--- src/rtl/tnn_pkg.sv ---
// rtl/tnn_pkg.sv - shared types and sizing helpers for the ternary threshold neuron
package tnn_pkg;

    typedef enum logic [1:0] {
        IDLE = 2'd0,
        ACC  = 2'd1,
        DONE = 2'd2
    } tnn_state_e;

    // Signed width that holds the full +/- sum of n unsigned w-bit features.
    function automatic int acc_width(input int n, input int w);
        return $clog2(n * ((1 << w) - 1) + 1) + 1;
    endfunction

    function automatic int ceil_div(input int a, input int b);
        return (a + b - 1) / b;
    endfunction

endpackage

--- src/rtl/tnn_neuron_seq_if.sv ---
// rtl/tnn_neuron_seq_if.sv - feature-in / result-out handshake bundle for the neuron
interface tnn_neuron_seq_if
    import tnn_pkg::*;
#(
    parameter int N_IN = 5,
    parameter int W    = 2
);
    localparam int ACC_W = acc_width(N_IN, W);

    logic                    in_valid;
    logic                    in_ready;
    logic [N_IN*W-1:0]       in_data;
    logic                    out_valid;
    logic                    out_ready;
    logic                    out_class;
    logic signed [ACC_W-1:0] out_sum;

    modport master (
        output in_valid, in_data, out_ready,
        input  in_ready, out_valid, out_class, out_sum
    );

    modport slave (
        input  in_valid, in_data, out_ready,
        output in_ready, out_valid, out_class, out_sum
    );

endinterface

--- src/rtl/tnn_lane_adder.sv ---
// rtl/tnn_lane_adder.sv - combinational LANES-wide ternary-weighted partial sum
module tnn_lane_adder #(
    parameter int LANES    = 1,
    parameter int W        = 2,
    parameter int ACC_W    = 5,
    parameter int DROP_LSB = 0
) (
    input  logic [LANES*W-1:0]      feat,
    input  logic [LANES-1:0]        pos,
    input  logic [LANES-1:0]        neg,
    input  logic [LANES-1:0]        lane_valid,
    output logic signed [ACC_W-1:0] sum
);
    // Bits that survive truncation; DROP_LSB == W clears the feature entirely.
    localparam logic [W-1:0] KEEP = ~W'((1 << DROP_LSB) - 1);

    logic [W-1:0]            f;
    logic signed [ACC_W-1:0] mag;

    // Add or subtract each truncated lane feature according to its weight sign.
    always_comb begin
        sum = '0;
        f   = '0;
        mag = '0;
        for (int l = 0; l < LANES; l++) begin
            f   = feat[l*W +: W] & KEEP;
            mag = ACC_W'(f);
            if (lane_valid[l]) begin
                if (pos[l]) begin
                    sum = sum + mag;
                end else if (neg[l]) begin
                    sum = sum - mag;
                end
            end
        end
    end

endmodule

--- src/rtl/tnn_neuron_seq.sv ---
// rtl/tnn_neuron_seq.sv - sequential ternary-weight threshold neuron, LANES features per cycle
module tnn_neuron_seq
    import tnn_pkg::*;
#(
    parameter int              N_IN     = 5,
    parameter int              W        = 2,
    parameter int              LANES    = 1,
    parameter logic [N_IN-1:0] WPOS     = '0,
    parameter logic [N_IN-1:0] WNEG     = '0,
    parameter int              THRESH   = 0,
    parameter int              DROP_LSB = 0
) (
    input  logic           clk,
    input  logic           rst,
    tnn_neuron_seq_if.slave bus
);
    localparam int ACC_W = acc_width(N_IN, W);
    localparam int K     = ceil_div(N_IN, LANES);
    localparam int PAD_N = K * LANES;
    localparam int IDX_W = $clog2(PAD_N + 1);

    localparam logic [IDX_W-1:0]        LAST_IDX = IDX_W'((K - 1) * LANES);
    localparam logic [IDX_W-1:0]        STEP     = IDX_W'(LANES);
    localparam logic signed [ACC_W-1:0] THRESH_S = ACC_W'(THRESH);

    // A feature flagged both +1 and -1 is treated as weight 0.
    localparam logic [N_IN-1:0] POS_EFF = WPOS & ~WNEG;
    localparam logic [N_IN-1:0] NEG_EFF = WNEG & ~WPOS;

    if ((WPOS & WNEG) != '0) begin : g_weight_conflict
        $error("tnn_neuron_seq: WPOS and WNEG overlap");
    end

    tnn_state_e state_q, state_d;
    logic       in_ready_q;
    logic       accept;
    logic       finish;

    logic [PAD_N*W-1:0]      vec_q;
    logic [PAD_N-1:0]        pos_q;
    logic [PAD_N-1:0]        neg_q;
    logic [PAD_N-1:0]        lv_q;
    logic [IDX_W-1:0]        idx_q;
    logic signed [ACC_W-1:0] acc_q;
    logic signed [ACC_W-1:0] part;
    logic signed [ACC_W-1:0] acc_sum;

    logic                    out_valid_q;
    logic                    out_class_q;
    logic signed [ACC_W-1:0] out_sum_q;

    tnn_lane_adder #(
        .LANES    (LANES),
        .W        (W),
        .ACC_W    (ACC_W),
        .DROP_LSB (DROP_LSB)
    ) u_lane_adder (
        .feat       (vec_q[LANES*W-1:0]),
        .pos        (pos_q[LANES-1:0]),
        .neg        (neg_q[LANES-1:0]),
        .lane_valid (lv_q[LANES-1:0]),
        .sum        (part)
    );

    assign acc_sum = acc_q + part;

    // Next-state decode plus the load/finish strobes for the datapath.
    always_comb begin
        state_d = state_q;
        accept  = 1'b0;
        finish  = 1'b0;
        case (state_q)
            IDLE: begin
                if (bus.in_valid && in_ready_q) begin
                    accept  = 1'b1;
                    state_d = ACC;
                end
            end
            ACC: begin
                if (idx_q == LAST_IDX) begin
                    finish  = 1'b1;
                    state_d = DONE;
                end
            end
            DONE: begin
                if (bus.out_ready) begin
                    state_d = IDLE;
                end
            end
            default: state_d = IDLE;
        endcase
    end

    // State register; in_ready is registered alongside it so it stays low through reset.
    always_ff @(posedge clk) begin
        if (rst) begin
            state_q    <= IDLE;
            in_ready_q <= 1'b0;
        end else begin
            state_q    <= state_d;
            in_ready_q <= (state_d == IDLE);
        end
    end

    // Latch the padded vector on accept, then shift one lane group out per ACC cycle.
    always_ff @(posedge clk) begin
        if (rst) begin
            vec_q <= '0;
            pos_q <= '0;
            neg_q <= '0;
            lv_q  <= '0;
            idx_q <= '0;
            acc_q <= '0;
        end else if (accept) begin
            vec_q <= (PAD_N*W)'(bus.in_data);
            pos_q <= PAD_N'(POS_EFF);
            neg_q <= PAD_N'(NEG_EFF);
            lv_q  <= PAD_N'({N_IN{1'b1}});
            idx_q <= '0;
            acc_q <= '0;
        end else if (state_q == ACC) begin
            vec_q <= vec_q >> (LANES * W);
            pos_q <= pos_q >> LANES;
            neg_q <= neg_q >> LANES;
            lv_q  <= lv_q >> LANES;
            idx_q <= idx_q + STEP;
            acc_q <= acc_sum;
        end
    end

    // Result registers: captured on the last ACC cycle, held until the consumer takes them.
    always_ff @(posedge clk) begin
        if (rst) begin
            out_valid_q <= 1'b0;
            out_class_q <= 1'b0;
            out_sum_q   <= '0;
        end else if (finish) begin
            out_valid_q <= 1'b1;
            out_sum_q   <= acc_sum;
            out_class_q <= (acc_sum >= THRESH_S);
        end else if ((state_q == DONE) && bus.out_ready) begin
            out_valid_q <= 1'b0;
        end
    end

    assign bus.in_ready  = in_ready_q;
    assign bus.out_valid = out_valid_q;
    assign bus.out_class = out_class_q;
    assign bus.out_sum   = out_sum_q;

endmodule

--- src/flat_wrapper.sv ---
// flat-port wrapper written by rule: the top's interface ports become plain ports
module tnn_neuron_seq_flat import tnn_pkg::*;
#(
    parameter int              N_IN     = 5,
    parameter int              W        = 2,
    parameter int              LANES    = 1,
    parameter logic [N_IN-1:0] WPOS     = '0,
    parameter logic [N_IN-1:0] WNEG     = '0,
    parameter int              THRESH   = 0,
    parameter int              DROP_LSB = 0
)
  (clk, rst, bus_in_valid, bus_in_data, bus_out_ready, bus_in_ready, bus_out_valid, bus_out_class, bus_out_sum);
  tnn_neuron_seq_if #(.N_IN(N_IN), .W(W)) bus_i ();
  input  logic clk;
  input  logic rst;
  input wire logic [$bits(bus_i.in_valid)-1:0] bus_in_valid;
  input wire logic [$bits(bus_i.in_data)-1:0] bus_in_data;
  input wire logic [$bits(bus_i.out_ready)-1:0] bus_out_ready;
  output wire logic [$bits(bus_i.in_ready)-1:0] bus_in_ready;
  output wire logic [$bits(bus_i.out_valid)-1:0] bus_out_valid;
  output wire logic [$bits(bus_i.out_class)-1:0] bus_out_class;
  output wire logic [$bits(bus_i.out_sum)-1:0] bus_out_sum;
  assign bus_i.in_valid = bus_in_valid;
  assign bus_i.in_data = bus_in_data;
  assign bus_i.out_ready = bus_out_ready;
  assign bus_in_ready = bus_i.in_ready;
  assign bus_out_valid = bus_i.out_valid;
  assign bus_out_class = bus_i.out_class;
  assign bus_out_sum = bus_i.out_sum;
  tnn_neuron_seq #(.N_IN(N_IN), .W(W), .LANES(LANES), .WPOS(WPOS), .WNEG(WNEG), .THRESH(THRESH), .DROP_LSB(DROP_LSB)) u_core (.clk(clk), .rst(rst), .bus(bus_i));
endmodule
--- config.mk ---
export PLATFORM = sky130hd
export DESIGN_NAME = tnn_neuron_seq_flat
export DESIGN_NICKNAME = d
export VERILOG_FILES = /design/src/rtl/tnn_pkg.sv /design/src/rtl/tnn_neuron_seq_if.sv /design/src/rtl/tnn_lane_adder.sv /design/src/rtl/tnn_neuron_seq.sv /design/src/flat_wrapper.sv
export SDC_FILE = /design/constraint.sdc
export NUM_CORES = 1
export LEC_CHECK = 0
export CAP_MARGIN = 20
export CORE_UTILIZATION = 57
export DETAILED_ROUTE_END_ITERATION = 10
export HOLD_SLACK_MARGIN = 0.05
export PLACE_DENSITY = 0.83
export RECOVER_POWER = 25
export SYNTH_ARGS = -nofsm -noshare
export SYNTH_HDL_FRONTEND = slang
export SYNTH_HIERARCHICAL = 1
export SYNTH_SLANG_ARGS = --single-unit
export TNS_END_PERCENT = 20
--- constraint.sdc ---
create_clock -name clk -period 3.3 [get_ports clk]
set_input_delay 0.495 -clock clk [delete_from_list [all_inputs] [get_ports clk]]
set_output_delay 0.495 -clock clk [all_outputs]
set_load 0.01 [all_outputs]
* Word level (Yosys, flattened, before mapping) *
Cells that the tools add are included.

operators by class
  add/sub/neg operators = 1
  equality and inequality tests = 3
  mux-type cells = 10
  reduce and logical (&&, ||, !) cells = 6

operators by type and width
  operator                                        number
  two-way mux 1 bit                               6
  two-way mux 2 bit                               3
  one-hot mux 2 bit (3 select lines)              1
  logical NOT 2 bit                               2
  adder 3 x 1 -> 3 bit (second input constant)    1
  == test 3 bit (second input constant)           1
  == test 2 x 1 -> 1 bit (second input constant)  1
  == test 2 bit (second input constant)           1
  logical AND 1 bit                               2
  nonzero test 2 bit                              1
  OR reduction 2 bit                              1

storage, ports and cells
  register bits = 8
  input bits = 14
  output and inout bits = 8
  word-level logic and storage cells = 25

* Depth between registers and ports, before layout *
Gate-level depths: netlist (run 1).

  depth in word-level cells = 4
  depth in mapped cells = 9
  mapped depth without buffers = 9

* Cells and area by module *
The synthesis (run 1) kept the hierarchy.

modules (own cells, without submodules)
  module          instances  cells an instance  area each (sq um)  seq. area each (sq um)
  tnn_neuron_seq  1          166                1417.6             660.6
  tnn_lane_adder  1          11                 76.3               0.0

* Worst setup path after synthesis (run 1) *
Ideal clock, no wire load.

  path kind = input to register
  start = input port bus_in_valid
  end = register, netlist name u_core/vec_q[2]
  library setup time = 0.071 ns
  data arrival time = 1.356 ns
  required time = 3.229 ns
  slack = 1.874 ns
  cell stages on the path = 5
  buffers on the path = 2
  cell sequence = nor4bb_2 -> buf_2 -> buf_2 -> a22oi_1 -> a21oi_1

RTL lines
  element          line                source
  start, declared  flat_wrapper.sv:16  input wire logic [$bits(bus_i.in_valid)-1:0] bus_in_valid;

==> results of run 1 <==
==> placed cells by master (no fill, tap or decap), drive strengths merged, types with 7 or more instances in the layout <==
cell type,count
dfxtp,33
nand3,8
conb,7
a21oi,24
nor2,12
a22oi,8
dlygate4sd3,8
nand2,29
nor3,10
ha,7
clkbuf,8
clkdlybuf4s50,13
==> worst reg2reg max path: cells and delay by family (launching register included) <==
kind	cells	cell delay, ns
simple gates	1	0.70
buf+inv	1	0.50
flops	1	0.42
compound gates	2	0.35
==> layout make-up <==
type	instances	share of cell area, %
Multi-Input combinational cell	133	43.3
Sequential cell	33	36.6
Timing Repair Buffer	23	12.3
Clock buffer	7	3.05
Tap cell	30	2.08
Clock inverter	1	1.66
Inverter	5	1.04
==> synth_stat cells, types with 2 or more instances <==
cell,n,area [um^2]
nor2_1,12,45.0
buf_2,3,15.0
inv_1,5,18.8
nand3_1,7,35.0
o211a_1,2,20.0
ha_1,7,87.6
a21o_1,2,15.0
nand2_1,29,109
and3_1,2,12.5
a211oi_1,2,15.0
a21oi_1,24,120
clkbuf_1,7,26.3
dfxtp_1,33,661
xnor2_1,2,17.5
nand4_1,2,12.5
nand3b_1,3,22.5
buf_4,2,15.0
a22oi_1,8,60.1
or4_1,2,15.0
nor3_1,9,45.0
==> layer usage <==
layer,up-vias,track usage (%),share of wire (%)
met5,-,0,0
met4,0,6.58,0.71
met3,4,7.76,5.6
met2,40,46.0,51
met1,607,32.6,42
li1,655,-,-
==> flip-flops by register name (all words and copies together), names as in the netlist <==
name and count:
u_core/vec_q 10, u_core/acc_q 5, u_core/bus.out_sum 5, u_core/lv_q 5
u_core/idx_q 3, u_core/state_q 2, u_core/bus.in_ready 1, u_core/bus.out_class 1
u_core/bus.out_valid 1
==> power groups by stage <==
stage	Combinational, mW	Clock [mW]	Sequential (mW)
finish	0.0930	0.314	0.429
global route	0.104	0.338	0.431
CTS	0.0931	0.319	0.429
detailed placement	0.0923	0	0.438
global placement	0.0880	0	0.436
floorplan	0.0623	0	0.435
==> worst min path at each step <==
stage                     slack (ns)  depth (start not counted)                                end
after floorplan                 0.44                          2       u_core/vec_q[2]$_SDFFE_PP0P_
after global placement          0.45                          2       u_core/vec_q[5]$_SDFFE_PP0P_
after detailed placement        0.45                          2       u_core/vec_q[5]$_SDFFE_PP0P_
after CTS                       0.46                          2       u_core/vec_q[5]$_SDFFE_PP0P_
after global routing            0.48                          2  u_core/bus.out_class$_SDFFE_PP0P_
final                           0.46                          2  u_core/bus.out_class$_SDFFE_PP0P_
==> cells by family (layout without fill, tap and decap cells) <==
family | after synthesis | after routing | synth area share [%]
buf+inv | 17 | 36 | 5.02
other cells | 1 | 7 | 0.251
mux | 1 | 1 | 0.670
compound gates | 39 | 39 | 15.7
xor+xnor | 3 | 3 | 1.76
flops | 33 | 33 | 44.2
fa+ha+maj | 8 | 8 | 7.20
simple gates | 75 | 75 | 25.1
==> through the flow <==
step / utilization [%] / total power, mW / instances / worst slack, ns
floorplan: - / 0.497 / 183 / 1.87
finish: 72.8 / 0.836 / 232 / 1.25
detailed placement: 69.5 / 0.530 / 224 / 1.05
CTS: 73.0 / 0.842 / 232 / 1.39
global route: 72.8 / 0.874 / 232 / 1.02
global placement: 69.5 / 0.524 / 224 / 1.13
==> flow_summary.json, run 1 <==
{
  "run_status": "complete, no violations",
  "grt_pass1_vias": 1187,
  "min_path_type": "flop to flop",
  "cp-end-kind": "flop",
  "synth_cells": 177,
  "drive_above_1_share_pct": 5.94,
  "cpMaxStageDelayCell": "nor2b_1",
  "setup_violations": 0,
  "pwr-share-seq_pct": 51.3,
  "critPathMaxFanout": 13,
  "endpoint": "u_core/vec_q[7]$_SDFFE_PP0P_",
  "ys_seq_area_share_pct": 44.2,
  "r2r-start": "u_core/state_q[0]$_SDFF_PP0_",
  "worstPathArrival_ns": 2.30,
  "die_area_um2": 2830,
  "r2r-end": "u_core/vec_q[7]$_SDFFE_PP0P_",
  "port_buffers": 21,
  "die_h_um": 53.2,
  "cts_sinks": 33,
  "grt_usage_pct": 26.8,
  "finalClockSkew_ns": 0.00739,
  "ys_types": 34,
  "report.final.slew_viol_count": 0,
  "syn_area_um2": 1490,
  "hpwl_um": 2240,
  "path_cells": "nor2b_1 > clkbuf_1 > a22oi_1 > a21oi_1",
  "required_ns": 3.55,
  "io_pins": 22,
  "cts_tree": "built",
  "clockBufferDepth": 2,
  "grt-ovfl-total": 0,
  "path_depth": 4,
  "hold_path_startpoint": "u_core/bus.out_class$_SDFFE_PP0P_",
  "power.density_nw_per_um2": 463,
  "synth-edff-count": 0,
  "start_kind": "flop",
  "avgSynthCellArea_um2": 8.44,
  "tns_ns": 0,
  "cap_violations": 0,
  "critPathLaunch": "u_core/state_q[0]$_SDFF_PP0_",
  "drcViolationCount": 0,
  "ys_seq_elements": 33,
  "irDropWorstVdd_v": 0.000496,
  "dr.first_iter.drc_count": 58,
  "wirelength_um": 3250,
  "numCtsBuffers": 5,
  "postRouteAntennaNets": 0,
  "max_freq_mhz": 488,
  "clkPwrFrac_pct": 37.6,
  "dr.pass1.iters": 5,
  "clk_pin_slew_worst_paths_ns": 0.10,
  "intPower_uw": 638,
  "rows": 18,
  "reg2reg_depth": 4,
  "clock_latency_ns": 0.33,
  "grt_start_max_net_pins": 28,
  "rsz0062_at_grt": "false",
  "antenna_cells": 0,
  "place_area_um2": 1720,
  "postCtsResizedCells": 0,
  "power_switching_share_pct": 23.6,
  "vias": 1306,
  "wl_per_cell_um": 14.0,
  "post-route-period-util_pct": 62.1,
  "leakage_nw": 0.724,
  "async_flop_share_pct": 0,
  "antenna_found_initial": 0,
  "gp_congestion": 0.876,
  "postCtsSetupBuffers": 0,
  "nets": 223,
  "crit_buf_inv": 1,
  "viasPerCell": 5.63,
  "ff2ff_setup_slack_ns": 1.25,
  "root_buffer": "clkbuf_4",
  "hold_violations": 0,
  "crit_type": "flop to flop",
  "grt_pass1_wl_um": 5380,
  "synthFlopType": "dfxtp_1",
  "h-tree-depth": 2,
  "multi_input_area_um2": 781,
  "slew_headroom_pct": 38.1,
  "min_period_ns": 2.05,
  "share_comb_of_total_power_pct": 11.1,
  "critical-path-max-stage-delay_ns": 0.70,
  "start_util_pct": 60.3,
  "crit_family": "simple AND/OR/NAND/NOR gates",
  "worst_pin_slew_ns": 0.925,
  "stdcell_area_um2": 1800,
  "ys_warn_count": 6,
  "seqCellArea_um2": 661,
  "core_um2": 2480,
  "area_growth_pct": 20.8,
  "fill_cells": 204,
  "power_switching_uw": 197,
  "whs_ns": 0.464,
  "cts_hold_buf": 0,
  "die_x_um": 53.2
}
Power figures use the tool's default switching activity.
==> inputs of run 2 (changes only) <==
Settings changed: CORE_UTILIZATION 57 to 55, PLACE_DENSITY 0.83 to 0.81.
Clock period 3.3 ns to 2.1 ns, I/O delays scaled along.
==> run 2 against run 1 <==
  * Global-route usage fell by 3.6 points
  * Sequential share of layout area rose by 0.23 points
  * Wire length fell by 6.7%
  * Hold slack barely moved
  * Highest routed layer unchanged
  * First-iteration DRC count fell by 60%
  * Critical path type unchanged
  * Count of clock-buffer cells in the layout fell by 2
==> flow_summary.json, run 2 (synthesis results as in run 1) <==
{
  "start_kind": "flop",
  "clkPwrFrac_pct": 28.0,
  "clk_pin_slew_worst_paths_ns": 0.10,
  "critical-path-max-stage-delay_ns": 0.39,
  "vias": 1334,
  "critPathMaxFanout": 7,
  "drcViolationCount": 0,
  "dp_slack_ns": 0.324,
  "power_switching_uw": 307,
  "intPower_uw": 843,
  "viasPerCell": 5.70,
  "h-tree-depth": 2,
  "run_status": "complete, no violations",
  "cp-end-kind": "flop",
  "cts_sinks": 33,
  "crit_buf_inv": 1,
  "finalPower_mw": 1.15,
  "die_x_um": 54.1,
  "pwr-share-seq_pct": 58.5,
  "tns_ns": 0,
  "rsz0062_at_grt": "false",
  "power_switching_share_pct": 26.7,
  "hold_violations": 0,
  "dr.pass1.iters": 5,
  "min_path_type": "flop to flop",
  "max_freq_mhz": 598,
  "instances_no_fill": 234,
  "irDropWorstVdd_v": 0.000536,
  "crit_type": "flop to flop",
  "finalClockSkew_ns": 0.00399,
  "core_um2": 2520,
  "grt_start_max_net_pins": 23,
  "die_area_um2": 2930,
  "grt_pass1_vias": 1118,
  "worst_pin_slew_ns": 0.502,
  "slew_headroom_pct": 66.4,
  "start_util_pct": 59.2,
  "grt-ovfl-total": 0,
  "min_period_ns": 1.67,
  "antenna_cells": 0,
  "die_h_um": 54.1,
  "final_common_cell": "dfxtp_1",
  "dpl.cell_count": 228,
  "post-route-period-util_pct": 79.6,
  "clock_latency_ns": 0.33,
  "worstPathArrival_ns": 1.91,
  "cpMaxStageDelayCell": "nor2_1",
  "postCtsSetupBuffers": 0,
  "hpwl_um": 2170,
  "required_ns": 2.34,
  "grt_usage_pct": 23.2,
  "cts_hold_buf": 0,
  "postCtsResizedCells": 0,
  "largest_reg_flops": 10,
  "cts_tree": "built",
  "fill_cells": 220,
  "numCtsBuffers": 5,
  "fin_ws_ns": 0.429,
  "area_growth_pct": 20.0,
  "post-route-util_pct": 71.1,
  "io_pins": 22,
  "rows": 18,
  "path_cells": "inv_1 > ha_1 > nand2_1 > nor2_1 > o21ai_0 > o211a_1",
  "wirelength_um": 3030,
  "nets": 227,
  "root_buffer": "clkbuf_4",
  "drive_above_1_share_pct": 6.37,
  "top_register": "u_core/vec_q",
  "power.density_nw_per_um2": 642,
  "share_comb_of_total_power_pct": 13.5,
  "dr.first_iter.drc_count": 23,
  "port_buffers": 21,
  "postRouteAntennaNets": 0,
  "report.final.slew_viol_count": 0,
  "most-common-layout-cells": "33 x dfxtp_1, 29 x nand2_1, 24 x a21oi_1, 20 x clkdlybuf4s50_1, 12 x nor2_1",
  "grt_pass1_wl_um": 4840,
  "setup_violations": 0,
  "clockBufferDepth": 2,
  "crit_family": "simple AND/OR/NAND/NOR gates",
  "cap_violations": 0,
  "wl_per_cell_um": 13.0,
  "gp_congestion": 0.780,
  "leakage_nw": 0.701,
  "antenna_found_initial": 0
}
[run 2: metal layers]
metal | track usage (%) | wire (um) | up-vias
li1 | - | - | 663
met1 | 30.6 | 1370 | 631
met2 | 36.0 | 1490 | 35
met3 | 6.78 | 129 | 5
met4 | 7.69 | 34 | 0
met5 | 0 | 0 | -
[run 2: worst min-delay path, delay by kind of cell, from the launching register on]
family             cells  cell delay (ns)
AOI/OAI and AO/OA      1             0.05
DFF                    1             0.32
and+or+nand+nor        1             0.05
[run 2: area by class of cell]
| type | count | area, um^2 | share of cell area, % |
|---|---|---|---|
| clock buffer | 5 | 37.5 | 2.09 |
| inverter | 5 | 18.8 | 1.05 |
| sequential | 33 | 661 | 36.8 |
| timing repair buffer | 27 | 264 | 14.7 |
| clock inverter | 1 | 5.00 | 0.279 |
| multi-input combinational | 133 | 769 | 42.9 |
| tap | 30 | 37.5 | 2.09 |
[run 2: worst paths after layout]
| kind | from | end | slack [ns] | cells past startpoint |
|---|---|---|---|---|
| hold reg to reg | u_core/vec_q[4]$_SDFFE_PP0P_ | u_core/vec_q[4]$_SDFFE_PP0P_ | 0.46 | 2 |
| setup / recovery | u_core/idx_q[0]$_SDFFE_PP0P_ | u_core/bus.out_sum[4]$_SDFFE_PP0P_ | 0.43 | 6 |
| hold / removal | u_core/vec_q[4]$_SDFFE_PP0P_ | u_core/vec_q[4]$_SDFFE_PP0P_ | 0.46 | 2 |
| setup reg to reg | u_core/idx_q[0]$_SDFFE_PP0P_ | u_core/bus.out_sum[4]$_SDFFE_PP0P_ | 0.43 | 6 |
[run 2: stage by stage]
stage	cell area (um^2)	hold slack, ns
final	1790	0.464
after global routing	1790	0.487
after CTS	1810	0.464
after detailed placement	1770	0.450
after global placement	1770	0.444
after floorplan	1520	0.437
[run 2: power by group through the flow]
stage / Sequential [mW] / Combinational [mW] / Clock (mW)
3_5_place_dp: 0.687 / 0.157 / 0
6_report: 0.673 / 0.155 / 0.322
2_1_floorplan: 0.684 / 0.0979 / 0
3_3_place_gp: 0.686 / 0.150 / 0
5_1_grt: 0.677 / 0.173 / 0.348
4_1_cts: 0.673 / 0.157 / 0.326
==> inputs of run 3 (changes only) <==
Settings changed: CORE_UTILIZATION 55 to 50, PLACE_DENSITY 0.81 to 0.77.
Clock period 2.1 ns to 1.45 ns, I/O delays scaled along.
==> run 3 against run 2 <==
  * The flow now finishes with violations (DRC)
  * First-iteration DRC count up 65%
  * Clock power grew to 2.6 times the previous value
  * Via count is 2.5% lower
  * Sequential share of layout area is 2.1 points lower
  * Critical path type unchanged
  * Critical endpoint is now u_core/lv_q[0]$_SDFFE_PP0P_
==> flow_summary.json, run 3 (synthesis results as in run 1) <==
{
  "dr.first_iter.drc_count": 38,
  "root_buffer": "clkbuf_4",
  "required_ns": 1.69,
  "h-tree-depth": 2,
  "tns_ns": 0,
  "multi_input_area_um2": 797,
  "pwr-share-seq_pct": 47.5,
  "power_switching_uw": 457,
  "cap_violations": 0,
  "critPathMaxFanout": 18,
  "clkPwrFrac_pct": 41.1,
  "cts_hold_buf": 0,
  "hpwl_um": 2300,
  "intPower_mw": 1.60,
  "post-route-period-util_pct": 94.8,
  "grt_pass1_wl_um": 5230,
  "grt-ovfl-total": 0,
  "path_cells": "nor4bb_4 > buf_4 > nor3_1 > nor3_1",
  "min_period_ns": 1.37,
  "leakage_nw": 0.760,
  "drive_above_1_share_pct": 11.9,
  "start_util_pct": 53.3,
  "gp_congestion": 0.797,
  "run_status": "finished, violations left",
  "postCtsSetupBuffers": 0,
  "power.density_nw_per_um2": 1080,
  "port_buffers": 21,
  "rows": 19,
  "numCtsBuffers": 5,
  "wl_per_cell_um": 12.7,
  "postCtsResizedCells": 2,
  "final_common_cell": "dfxtp_1",
  "power_switching_share_pct": 22.3,
  "post-route-util_pct": 67.8,
  "place_area_um2": 1780,
  "grt_start_max_net_pins": 19,
  "setup_violations": 0,
  "violations": "DRC",
  "top_register": "u_core/vec_q",
  "hold_violations": 0,
  "finalClockSkew_ns": 0.00713,
  "cts_tree": "built",
  "clockBufferDepth": 2,
  "clock_latency_ns": 0.32,
  "start_kind": "flop",
  "postRouteAntennaNets": 0,
  "stdcell_area_um2": 1900,
  "share_comb_of_total_power_pct": 11.4,
  "drcViolationCount": 2,
  "max_freq_mhz": 727,
  "io_pins": 22,
  "fill_cells": 230,
  "die_area_um2": 3210,
  "cp-end-kind": "flop",
  "area_growth_pct": 27.2,
  "crit_top_cell": "nor3_1",
  "report.final.slew_viol_count": 0,
  "dr.pass1.iters": 7,
  "grt_pass1_vias": 1266,
  "antenna_cells": 0,
  "nets": 231,
  "largest_reg_flops": 10,
  "antenna_found_initial": 0,
  "critical-path-max-stage-delay_ns": 0.39,
  "vias": 1301,
  "most-common-layout-cells": "33 x dfxtp_1, 29 x nand2_1, 24 x a21oi_1, 13 x clkdlybuf4s50_1",
  "core_um2": 2810,
  "die_h_um": 56.7,
  "wirelength_um": 3050,
  "viasPerCell": 5.40,
  "grt_usage_pct": 20.9,
  "seqCellArea_um2": 661,
  "clk_pin_slew_worst_paths_ns": 0.10,
  "min_path_type": "primary input to flop",
  "irDropWorstVdd_v": 0.000930,
  "die_x_um": 56.7,
  "rsz0062_at_grt": "false",
  "worstPathArrival_ns": 1.61,
  "cts_sinks": 33,
  "cpMaxStageDelayCell": "nor4bb_4",
  "crit_type": "flop to flop"
}
-- run 3: critical path, delay by kind of cell (launching register included) --
| kind | cells | cell delay, ns |
|---|---|---|
| AND/OR/NAND/NOR | 3 | 0.65 |
| buffers and inverters | 1 | 0.28 |
| flip-flops | 1 | 0.37 |
-- run 3: power groups by stage --
stage | sequential [mW] | combinational, mW | clock (mW)
global placement | 0.993 | 0.221 | 0
global route | 0.982 | 0.262 | 0.906
CTS | 0.974 | 0.230 | 0.865
finish | 0.975 | 0.234 | 0.843
detailed placement | 0.995 | 0.229 | 0
floorplan | 0.990 | 0.142 | 0
-- run 3: final timing paths --
kind	from	endpoint	slack, ns	cells past startpoint
max	u_core/state_q[0]$_SDFF_PP0_	u_core/lv_q[0]$_SDFFE_PP0P_	0.08	4
min	bus_in_data[8]	u_core/vec_q[8]$_SDFFE_PP0P_	0.44	3
max reg2reg	u_core/state_q[0]$_SDFF_PP0_	u_core/lv_q[0]$_SDFFE_PP0P_	0.08	4
min reg2reg	u_core/bus.out_valid$_SDFFE_PP0P_	u_core/bus.out_valid$_SDFFE_PP0P_	0.46	2
-- run 3: layout make-up --
| class | count | share of cell area [%] |
|---|---|---|
| timing repair buffer | 31 | 14.9 |
| sequential | 33 | 34.8 |
| tap | 31 | 2.04 |
| inverter | 5 | 0.987 |
| clock inverter | 3 | 3.42 |
| multi-input combinational | 133 | 41.9 |
| clock buffer | 5 | 1.97 |
-- run 3: through the flow --
stage | power (mW) | setup WS (ns) | hold WS [ns] | instances
CTS | 2.07 | 0.0105 | 0.426 | 241
global placement | 1.21 | -0.165 | 0.443 | 233
global route | 2.15 | 0.00430 | 0.444 | 241
finish | 2.05 | 0.0751 | 0.443 | 241
floorplan | 1.13 | 0.0664 | 0.354 | 183
detailed placement | 1.22 | -0.203 | 0.443 | 233
-- run 3: layer usage --
metal	share of wire, %	GRT usage [%]
met3	2.9	4.84
met4	0.62	6.43
met1	46	26.4
met5	0	0
met2	51	35.2
